==> src/rtl/add_ctrl_pkg.sv <==
// rtl/add_ctrl_pkg.sv - shared state type, byte width and clog2 helper for the byte-serial add sequencer
package add_ctrl_pkg;

   typedef enum logic [1:0] {
      IDLE = 2'd0,
      RUN  = 2'd1,
      DONE = 2'd2
   } state_t;

   localparam int BYTE_W = 8;

   function automatic int clog2(input int value);
      int r;
      int v;
      r = 0;
      v = value - 1;
      while (v > 0) begin
         r = r + 1;
         v = v >> 1;
      end
      return r;
   endfunction

endpackage

==> src/rtl/byte_serial_add_ctrl.sv <==
// rtl/byte_serial_add_ctrl.sv - drives a byte-wide adder LSB first to build an N-byte add; ADD_CTRL_OVF_EN adds out_ovf
module byte_serial_add_ctrl
   import add_ctrl_pkg::*;
#(
   parameter int NBYTES  = 4,
   parameter int ADD_LAT = 1
) (
   input  logic                       clk,
   input  logic                       rst_n,
   input  logic                       in_valid,
   output logic                       in_ready,
   input  logic [BYTE_W*NBYTES-1:0]   in_a,
   input  logic [BYTE_W*NBYTES-1:0]   in_b,
   input  logic                       in_cin,
   output logic                       out_valid,
   input  logic                       out_ready,
   output logic [BYTE_W*NBYTES-1:0]   out_sum,
   output logic                       out_cout,
   output logic [BYTE_W-1:0]          add_a,
   output logic [BYTE_W-1:0]          add_b,
   output logic                       add_cin,
   input  logic [BYTE_W-1:0]          add_sum,
   input  logic                       add_cout
`ifdef ADD_CTRL_OVF_EN
   ,
   output logic                       out_ovf
`endif
);

   localparam int W  = BYTE_W * NBYTES;
   localparam int SW = (clog2(ADD_LAT + 1) > 0) ? clog2(ADD_LAT + 1) : 1;
   localparam int IW = (clog2(NBYTES) > 0) ? clog2(NBYTES) : 1;
   localparam logic [SW-1:0] SLOT_END = SW'(ADD_LAT);
   localparam logic [IW-1:0] IDX_LAST = IW'(NBYTES - 1);

   state_t          state;
   logic [SW-1:0]   slot;
   logic [IW-1:0]   idx;
   // Operands shifted right one byte per slot so the next byte is always at [7:0].
   logic [W-1:0]    a_sh;
   logic [W-1:0]    b_sh;
`ifdef ADD_CTRL_OVF_EN
   logic            a_msb;
   logic            b_msb;
`endif

   always_ff @(posedge clk or negedge rst_n) begin
      if (!rst_n) begin
         state     <= IDLE;
         slot      <= '0;
         idx       <= '0;
         a_sh      <= '0;
         b_sh      <= '0;
         in_ready  <= 1'b1;
         out_valid <= 1'b0;
         out_sum   <= '0;
         out_cout  <= 1'b0;
         add_a     <= '0;
         add_b     <= '0;
         add_cin   <= 1'b0;
`ifdef ADD_CTRL_OVF_EN
         a_msb     <= 1'b0;
         b_msb     <= 1'b0;
         out_ovf   <= 1'b0;
`endif
      end else begin
         case (state)
            IDLE: begin
               if (in_valid) begin
                  a_sh     <= in_a >> BYTE_W;
                  b_sh     <= in_b >> BYTE_W;
                  add_a    <= in_a[BYTE_W-1:0];
                  add_b    <= in_b[BYTE_W-1:0];
                  add_cin  <= in_cin;
                  idx      <= '0;
                  slot     <= '0;
                  in_ready <= 1'b0;
                  state    <= RUN;
`ifdef ADD_CTRL_OVF_EN
                  a_msb    <= in_a[W-1];
                  b_msb    <= in_b[W-1];
`endif
               end
            end
            RUN: begin
               if (slot == SLOT_END) begin
                  slot    <= '0;
                  // Result fills from the top so byte i lands at its place after NBYTES slots.
                  out_sum <= (out_sum >> BYTE_W) | (W'(add_sum) << (W - BYTE_W));
                  if (idx == IDX_LAST) begin
                     out_cout  <= add_cout;
                     out_valid <= 1'b1;
                     add_a     <= '0;
                     add_b     <= '0;
                     add_cin   <= 1'b0;
                     state     <= DONE;
`ifdef ADD_CTRL_OVF_EN
                     out_ovf   <= (a_msb == b_msb) && (add_sum[BYTE_W-1] != a_msb);
`endif
                  end else begin
                     idx     <= idx + IW'(1);
                     add_a   <= a_sh[BYTE_W-1:0];
                     add_b   <= b_sh[BYTE_W-1:0];
                     add_cin <= add_cout;
                     a_sh    <= a_sh >> BYTE_W;
                     b_sh    <= b_sh >> BYTE_W;
                  end
               end else begin
                  slot <= slot + SW'(1);
               end
            end
            DONE: begin
               if (out_ready) begin
                  out_valid <= 1'b0;
                  in_ready  <= 1'b1;
                  state     <= IDLE;
               end
            end
            default: state <= IDLE;
         endcase
      end
   end

endmodule
==> config.mk <==
export PLATFORM = sky130hd
export DESIGN_NAME = byte_serial_add_ctrl
export DESIGN_NICKNAME = d
export VERILOG_FILES = /design/src/rtl/add_ctrl_pkg.sv /design/src/rtl/byte_serial_add_ctrl.sv
export SDC_FILE = /design/constraint.sdc
export NUM_CORES = 1
export LEC_CHECK = 0
export ABC_AREA = 1
export CELL_PAD_IN_SITES_DETAIL_PLACEMENT = 1
export CELL_PAD_IN_SITES_GLOBAL_PLACEMENT = 1
export CORE_MARGIN = 2
export CORE_UTILIZATION = 35
export CTS_CLUSTER_SIZE = 20
export DETAILED_ROUTE_END_ITERATION = 12
export PLACE_DENSITY_LB_ADDON = 0.1
export SYNTH_ARGS = -nofsm -noshare
export SYNTH_HDL_FRONTEND = slang
export SYNTH_SLANG_ARGS = --single-unit
==> constraint.sdc <==
create_clock -name clk -period 1.78 [get_ports clk]
set_clock_uncertainty 0.1 [all_clocks]
set_input_delay 0.356 -clock clk [delete_from_list [all_inputs] [get_ports clk]]
set_output_delay 0.356 -clock clk [all_outputs]
set_load 0.01 [all_outputs]
==> tab_implementation.tex, run 1 <==
\begin{tabular}{lr}
\hline
Metric & Value \\
\hline
\multicolumn{2}{l}{\textbf{Die}} \\
\quad IO Count & 130 \\
\quad Starting density of the core & a little over a third \\
\quad Width of the die & about 120 microns \\
\quad Row count & 43 \\
\quad Die Ht & between 100 and 150 microns \\
\quad Placeable core region & around 14000 sq um \\
\quad Total die area & 15000 sq um \\
\multicolumn{2}{l}{\textbf{Critical path}} \\
\quad CP Launch Type & flip-flop \\
\quad Crit path buffers/inverters & 1 \\
\quad Cell with the largest stage delay on the worst path & sky130\_fd\_sc\_hd\_\_clkdlybuf4s50\_1 \\
\quad CP Launch Point & out\_sum[18] \\
\quad Sort of element at the end of the critical path & output port \\
\quad Arrival @ worst endpoint & around 1.3 ns \\
\quad Cells along the critical path & clkdlybuf4s50\_1 \\
\quad Crit Path Max Fanout & 3 \\
\quad Type of the setup path with the least slack & reg -> out \\
\quad Path depth of the worst reg2reg path & 6 \\
\quad Worst R2R End & out\_sum[23] \\
\quad Reg-to-reg setup timing slack & roughly 0.12 ns \\
\quad Critical Path Max Stage Delay & 0.55 ns \\
\quad Critical path required time & approximately 1.3 ns \\
\quad Crit Reg-Reg Startpoint & state[1] \\
\quad Crit path max-delay family & buffers and inverters \\
\multicolumn{2}{l}{\textbf{Synthesis}} \\
\quad Number of distinct standard cells referenced by the synthesized netlist & 21 \\
\quad Synth Warn \# & 0 \\
\quad Summed instance area of the synthesized netlist & just under 5000 sq um \\
\quad Sequential-to-total area share from yosys stat & between 50\% and 60\% \\
\quad Share of the synthesized area in the top cell type & between 50\% and 60\% \\
\quad Gate count after technology mapping & between 600 and 700 \\
\quad Top cells by area in the synthesized netlist & sky130\_fd\_sc\_hd\_\_dfrtp\_1, sky130\_fd\_sc\_hd\_\_nand2\_1, sky130\_fd\_sc\_hd\_\_nand3\_1, sky130\_fd\_sc\_hd\_\_o21ai\_0, sky130\_fd\_sc\_hd\_\_inv\_1 \\
\quad Biggest area consumer among synthesized cells & sky130\_fd\_sc\_hd\_\_dfrtp\_1 \\
\quad Mapped Avg Cell Area & 7.60 sq um \\
\quad Syn Nets & 725 \\
\quad Flops \& latches, synth & roughly 110 \\
\multicolumn{2}{l}{\textbf{Cells and area}} \\
\quad Storage cell area & 2630 sq um \\
\quad Layout cell share with drive strength beyond 1 & approximately 5.7\% \\
\quad Number of filler cells placed in the layout & 1690 \\
\quad \# diodes & 0 \\
\quad Non-filler cells in the finished layout & 952 \\
\quad Fin nets & 847 \\
\quad Post-synthesis to final-layout area growth & 37.1\% \\
\quad Area used by multi-input combinational logic & just under 2000 sq um \\
\multicolumn{2}{l}{\textbf{Run}} \\
\quad Number of max-cap violations & 0 \\
\multicolumn{2}{l}{\textbf{Route}} \\
\quad Number of nets with antenna violations after detailed routing & 0 \\
\quad Number of vias per cell after detailed routing & about 4.7 \\
\quad Number of DRC markers in iteration 0 & $\sim$210 \\
\quad Post-route DRC violation count & 0 \\
\quad Post-detailed-route wirelength per cell & 14.2 microns \\
\quad Routed via count & about 4500 \\
\quad Final wirelength & 13500 microns \\
\quad 1st-pass router iterations & 4 \\
\multicolumn{2}{l}{\textbf{Clocking}} \\
\quad Max clock buf depth & 2 \\
\quad H-tree levels & 3 \\
\quad CTS tree & built \\
\quad Number of clock sinks seen by CTS & $\sim$110 \\
\quad Buffer count from post-CTS setup fixing & 0 \\
\quad Clock latency on the worst-skew pair & about 0.34 ns \\
\quad Cts bufs inserted & 9 \\
\quad Clock Tree Root & sky130\_fd\_sc\_hd\_\_clkbuf\_16 \\
\quad Clock transition at path regs & 0.07 ns \\
\multicolumn{2}{l}{\textbf{Worst hold path}} \\
\quad Type of the tightest min-delay check & in -> async \\
\multicolumn{2}{l}{\textbf{Power}} \\
\quad Leakage power of the design & roughly 3.6 nW \\
\quad Post-route total power & roughly 11 mW \\
\quad Total power density per cell area & around 1700 nW/um\^{}2 \\
\quad Peak ir drop on the vdd network & 0.000774 V \\
\multicolumn{2}{l}{\textbf{GRT}} \\
\quad Total Routing Usage GR & 18.8\% \\
\quad Number of antenna violations at the first check in global routing & 0 \\
\quad Global-route wire length before repair & roughly 22000 microns \\
\quad Global route total overflow & 0 \\
\quad Vias in the first global route & approximately 4400 \\
\quad Maximum number of pins on one net before global-route repair & 54 \\
\multicolumn{2}{l}{\textbf{STA}} \\
\quad Max Freq & approximately 580 MHz \\
\quad Final sum of negative setup slack & 0 ns \\
\quad Max transition margin & between 70\% and 80\% \\
\quad Worst-margin pin slew & 0.409 ns \\
\quad Final Cycle Share & a little over nine tenths \\
\quad Number of max-slew violations in the final report & 0 \\
\quad Setup repair after global routing missed its margin & false \\
\quad Min Tclk post-route & about 1.7 ns \\
\quad Final setup violating endpoints & 0 \\
\quad Count of endpoints failing hold in the final timing report & 0 \\
\multicolumn{2}{l}{\textbf{Placement}} \\
\quad Number of buffer cells added on primary ports & around 130 \\
\quad Final weighted congestion in routability-driven placement & 0.741 \\
\quad Detailed Place HPWL & 9630 microns \\
\quad Number of placed cells counting well taps & roughly 940 \\
\multicolumn{2}{l}{\textbf{Outcome}} \\
\quad Status & finished, final reports clean \\
\hline
\end{tabular}
[layout make-up]
type | count | area share [%]
repair buffers | 146 | 22.7
inverters | 38 | 2.12
clock buffers | 12 | 3.52
clock inverters | 4 | 0.298
multi-input cells | 467 | 28.9
flip-flops and latches | 105 | 39.1
well taps | 180 | 3.35
[where the power goes]
part | switching [mW] | internal, mW | leakage [nW]
registers | 0.535 | 3.32 | 1.37
logic | 3.37 | 2.32 | 2.06
clock network | 0.834 | 0.941 | 0.130
[timing repair]
item | CTS | global route
hold buffers | 1 | 0
resized for setup | 1 | 4
endpoints found under the hold margin | 21 | 0
setup endpoints to repair | 1 | 6
pin swaps | 0 | 0
[metal layers]
layer	vias to the layer above	GRT usage (%)	part of all wire, %
li1	2218	-	-
met1	2152	26.5	48
met2	101	29.6	46
met3	10	3.02	4.1
met4	0	6.18	1.1
met5	-	0	0
[how the worst max path moves through the flow]
stage | endpoint | depth (start not counted)
floorplan | idx[0] | 6
global placement | b_sh[13] | 6
detailed placement | a_sh[11] | 6
CTS | out_sum[17] | 1
global route | out_sum[18] | 1
finish | out_sum[18] | 1
[cells in the mapped netlist]
library cell / n
sky130_fd_sc_hd__dfrtp_1: 104
sky130_fd_sc_hd__buf_4: 7
sky130_fd_sc_hd__nand2_2: 4
sky130_fd_sc_hd__buf_2: 20
sky130_fd_sc_hd__nor2_4: 4
sky130_fd_sc_hd__dfstp_2: 1
sky130_fd_sc_hd__o21ai_2: 1
sky130_fd_sc_hd__nor2_1: 19
sky130_fd_sc_hd__inv_1: 35
sky130_fd_sc_hd__nand2_1: 349
sky130_fd_sc_hd__nand3_2: 1
sky130_fd_sc_hd__nand3_1: 55
sky130_fd_sc_hd__a21oi_1: 1
sky130_fd_sc_hd__nand4_1: 1
sky130_fd_sc_hd__inv_2: 3
sky130_fd_sc_hd__ha_1: 2
sky130_fd_sc_hd__buf_1: 5
sky130_fd_sc_hd__o21ai_0: 29
sky130_fd_sc_hd__clkbuf_1: 1
sky130_fd_sc_hd__buf_6: 2
sky130_fd_sc_hd__o211ai_1: 1
[logic make-up after synthesis]
logic type,after synthesis,synth area share (%)
DFF,105,53.6
buffers and inverters,73,6.94
AOI/OAI and AO/OA,32,3.39
and+or+nand+nor,433,35.5
adders and majority gates,2,0.510
[placed cells by master, fill, tap and decap left out, drive strengths merged]
master           n
dlygate4sd2      1
dfrtp          104
nand3           56
nor2            23
dfstp            1
dlygate4sd3      1
clkinv           4
inv             38
dlymetal6s2s     3
ha               2
o21ai           30
nand2          353
nand4            1
clkbuf          12
o211ai           1
clkdlybuf4s50  124
buf             17
a21oi            1
[through the flow]
stage / setup WS [ns] / util [%] / hold slack [ns] / cell area [sq um]
after floorplan: 0.378 / - / -0.0396 / 4900
after global placement: 0.121 / 46.8 / 0.207 / 6450
after detailed placement: 0.0995 / 46.8 / 0.208 / 6450
after CTS: 0.00673 / 48.7 / 0.384 / 6710
after global routing: 0.00292 / 48.8 / 0.394 / 6720
final: 0.0475 / 48.8 / 0.376 / 6720
[state kept, by name, indices dropped and copies added (netlist names)]
name	flops
out_sum	32
a_sh	24
b_sh	24
add_a	8
add_b	8
idx	2
state	2
add_cin	1
in_ready	1
out_cout	1
out_valid	1
slot	1
(Power assumes the default switching activity.)
==> run 2: changes to the inputs <==
--- a/config.mk
+++ b/config.mk
@@ -8,7 +8,6 @@
 export ABC_AREA = 1
 export CELL_PAD_IN_SITES_DETAIL_PLACEMENT = 1
 export CELL_PAD_IN_SITES_GLOBAL_PLACEMENT = 1
-export CORE_MARGIN = 2
 export CORE_UTILIZATION = 35
 export CTS_CLUSTER_SIZE = 20
 export DETAILED_ROUTE_END_ITERATION = 12
==> run 2 against run 1 <==
Critical path type unchanged. Cell area rose by 0.63%. Worst hold slack better by 0.0049 ns. Sequential share of layout area fell by 0.25 points. Wire length fell by 0.19%. Power grew 2.3%. Setup slack got worse by 0.0047 ns. Fmax fell by 0.27%. Clock-buffer cell count fell by 3.
==> tab_implementation.tex, run 2 (synthesized netlist as in run 1, its figures left out) <==
\begin{tabular}{lr}
\hline
Metric & Value \\
\hline
\multicolumn{2}{l}{\textbf{Placement}} \\
\quad Detailed Place HPWL & between 9000 and 10000 microns \\
\quad Placement Cell Area & 6440 sq um \\
\quad Final weighted congestion in routability-driven placement & between 0.7 and 0.8 \\
\quad Worst slack, placed & -0.0330 ns \\
\quad Number of buffer cells added on primary ports & 129 \\
\multicolumn{2}{l}{\textbf{GRT}} \\
\quad Maximum number of pins on one net before global-route repair & 54 \\
\quad Vias in the first global route & around 4500 \\
\quad Total Routing Usage GR & just under 20\% \\
\quad Global-route wire length before repair & between 20000 and 25000 microns \\
\quad Number of antenna violations at the first check in global routing & 0 \\
\quad Global route total overflow & 0 \\
\multicolumn{2}{l}{\textbf{Route}} \\
\quad Number of vias per cell after detailed routing & between 4 and 5 \\
\quad Routed via count & around 4400 \\
\quad Number of DRC markers in iteration 0 & between 200 and 250 \\
\quad Final wirelength & roughly 13000 microns \\
\quad Post-route DRC violation count & 0 \\
\quad Amount of wire on met2 after detailed routing & between 6000 and 7000 microns \\
\quad DRT met1 WL & around 6600 microns \\
\quad Number of nets with antenna violations after detailed routing & 0 \\
\quad 1st-pass router iterations & 4 \\
\quad Post-detailed-route wirelength per cell & between 10 and 15 microns \\
\quad Routed wire length on met3 & 520 microns \\
\quad Top layer reached by signal wires & met4 \\
\multicolumn{2}{l}{\textbf{Critical path}} \\
\quad Type of the setup path with the least slack & reg -> out \\
\quad Reg-to-reg setup timing slack & approximately 0.12 ns \\
\quad Critical Path Max Stage Delay & around 0.55 ns \\
\quad Path depth of the worst reg2reg path & 8 \\
\quad Crit Reg-Reg Startpoint & state[1] \\
\quad Crit path buffers/inverters & 1 \\
\quad Crit path max-delay family & buffers and inverters \\
\quad Crit Path Max Fanout & 3 \\
\quad Critical path required time & 1.32 ns \\
\quad Worst R2R End & add\_b[6] \\
\quad Cell with the largest stage delay on the worst path & sky130\_fd\_sc\_hd\_\_clkdlybuf4s50\_1 \\
\quad Sort of element at the end of the critical path & output port \\
\quad Cells along the critical path & clkdlybuf4s50\_1 \\
\quad CP Launch Type & flip-flop \\
\quad Arrival @ worst endpoint & 1.28 ns \\
\multicolumn{2}{l}{\textbf{Power}} \\
\quad Leakage power of the design & approximately 3.6 nW \\
\quad Peak ir drop on the vdd network & between 0.0007 and 0.0008 V \\
\quad Total power density per cell area & about 1700 nW/um\^{}2 \\
\quad Post-route total power & between 10 and 15 mW \\
\multicolumn{2}{l}{\textbf{STA}} \\
\quad Max transition margin & between 70\% and 80\% \\
\quad Final sum of negative setup slack & 0 ns \\
\quad Min Tclk post-route & approximately 1.7 ns \\
\quad Max Freq & 576 MHz \\
\quad Final setup violating endpoints & 0 \\
\quad Count of endpoints failing hold in the final timing report & 0 \\
\quad Setup repair after global routing missed its margin & false \\
\quad Number of max-slew violations in the final report & 0 \\
\quad Smallest setup slack after layout & roughly 0.043 ns \\
\quad Worst-margin pin slew & 0.420 ns \\
\quad Final Cycle Share & 97.6\% \\
\multicolumn{2}{l}{\textbf{Cells and area}} \\
\quad Post-synthesis to final-layout area growth & 38.0\% \\
\quad Final Cell Area & just under 7000 sq um \\
\quad \# diodes & 0 \\
\quad Layout cell share with drive strength beyond 1 & under 10\% \\
\quad Largest reg by FF count & out\_sum \\
\quad Number of flip-flops under the largest register name & 32 \\
\quad Biggest registers after layout & out\_sum: 32 flops, a\_sh: 24 flops, b\_sh: 24 flops \\
\quad Fin nets & roughly 850 \\
\quad Leading cell type in the layout, fill and taps excluded & sky130\_fd\_sc\_hd\_\_nand2\_1 \\
\quad Commonest cells after routing, fill and taps aside & sky130\_fd\_sc\_hd\_\_nand2\_1, sky130\_fd\_sc\_hd\_\_clkdlybuf4s50\_1, sky130\_fd\_sc\_hd\_\_dfrtp\_1 \\
\multicolumn{2}{l}{\textbf{Worst hold path}} \\
\quad Type of the tightest min-delay check & in -> async \\
\multicolumn{2}{l}{\textbf{Die}} \\
\quad Starting density of the core & roughly 36\% \\
\quad IO Count & between 100 and 150 \\
\quad Width of the die & roughly 120 microns \\
\quad Placeable core region & approximately 13000 sq um \\
\quad Die Ht & $\sim$120 microns \\
\quad Total die area & about 14000 sq um \\
\quad Row count & 42 \\
\multicolumn{2}{l}{\textbf{Clocking}} \\
\quad Cts bufs inserted & 9 \\
\quad Clock latency on the worst-skew pair & 0.35 ns \\
\quad Number of clock sinks seen by CTS & $\sim$110 \\
\quad Buffer count from post-CTS setup fixing & 0 \\
\quad Clock Tree Root & sky130\_fd\_sc\_hd\_\_clkbuf\_16 \\
\quad Max clock buf depth & 2 \\
\quad Clock transition at path regs & roughly 0.07 ns \\
\quad CTS tree & built \\
\quad H-tree levels & 3 \\
\multicolumn{2}{l}{\textbf{Run}} \\
\quad Number of max-cap violations & 0 \\
\multicolumn{2}{l}{\textbf{Outcome}} \\
\quad Status & finished, final reports clean \\
\hline
\end{tabular}
==> run 2: worst max path at each step <==
stage / from / endpoint / cells past startpoint
after floorplan: idx[0] / idx[0] / 6
after global placement: state[0] / add_a[3] / 6
after detailed placement: state[0] / add_a[4] / 6
after CTS: out_sum[17] / out_sum[17] / 1
after global routing: out_sum[23] / out_sum[23] / 1
final: out_sum[14] / out_sum[14] / 1
==> run 2: routing by layer <==
| metal | up-vias | track usage [%] |
|---|---|---|
| met5 | - | 0 |
| met3 | 10 | 2.88 |
| met4 | 0 | 6.48 |
| met1 | 2080 | 28.3 |
| li1 | 2211 | - |
| met2 | 97 | 30.9 |
==> run 2: cell type report <==
type | count | area (sq um)
clock buffer | 9 | 225
clock inverter | 7 | 77.6
fill | 1670 | 6690
inverter | 38 | 145
multi-input combinational | 467 | 1940
sequential | 105 | 2630
tap | 176 | 220
timing repair buffer | 144 | 1530
==> run 2: metrics by stage <==
step / hold slack [ns] / instances / utilization, %
after floorplan: -0.0396 / 645 / -
after global placement: 0.215 / 929 / 47.9
after detailed placement: 0.213 / 929 / 47.9
after CTS: 0.378 / 946 / 50.2
after global routing: 0.396 / 946 / 50.3
final: 0.381 / 946 / 50.3
==> run 2: repair_timing <==
item | CTS | global route
hold buffers | 1 | 0
endpoints found under the hold margin | 26 | 0
resized for setup | 2 | 5
setup endpoints to repair | 18 | 5
==> run 2: where the power goes <==
group	leakage [nW]	switching, mW	total, mW	internal (mW)
Sequential	1.37	0.528	3.85	3.32
Clock	0.135	0.934	2.04	1.10
Combinational	2.08	3.37	5.69	2.32
Total	3.58	4.83	11.6	6.75
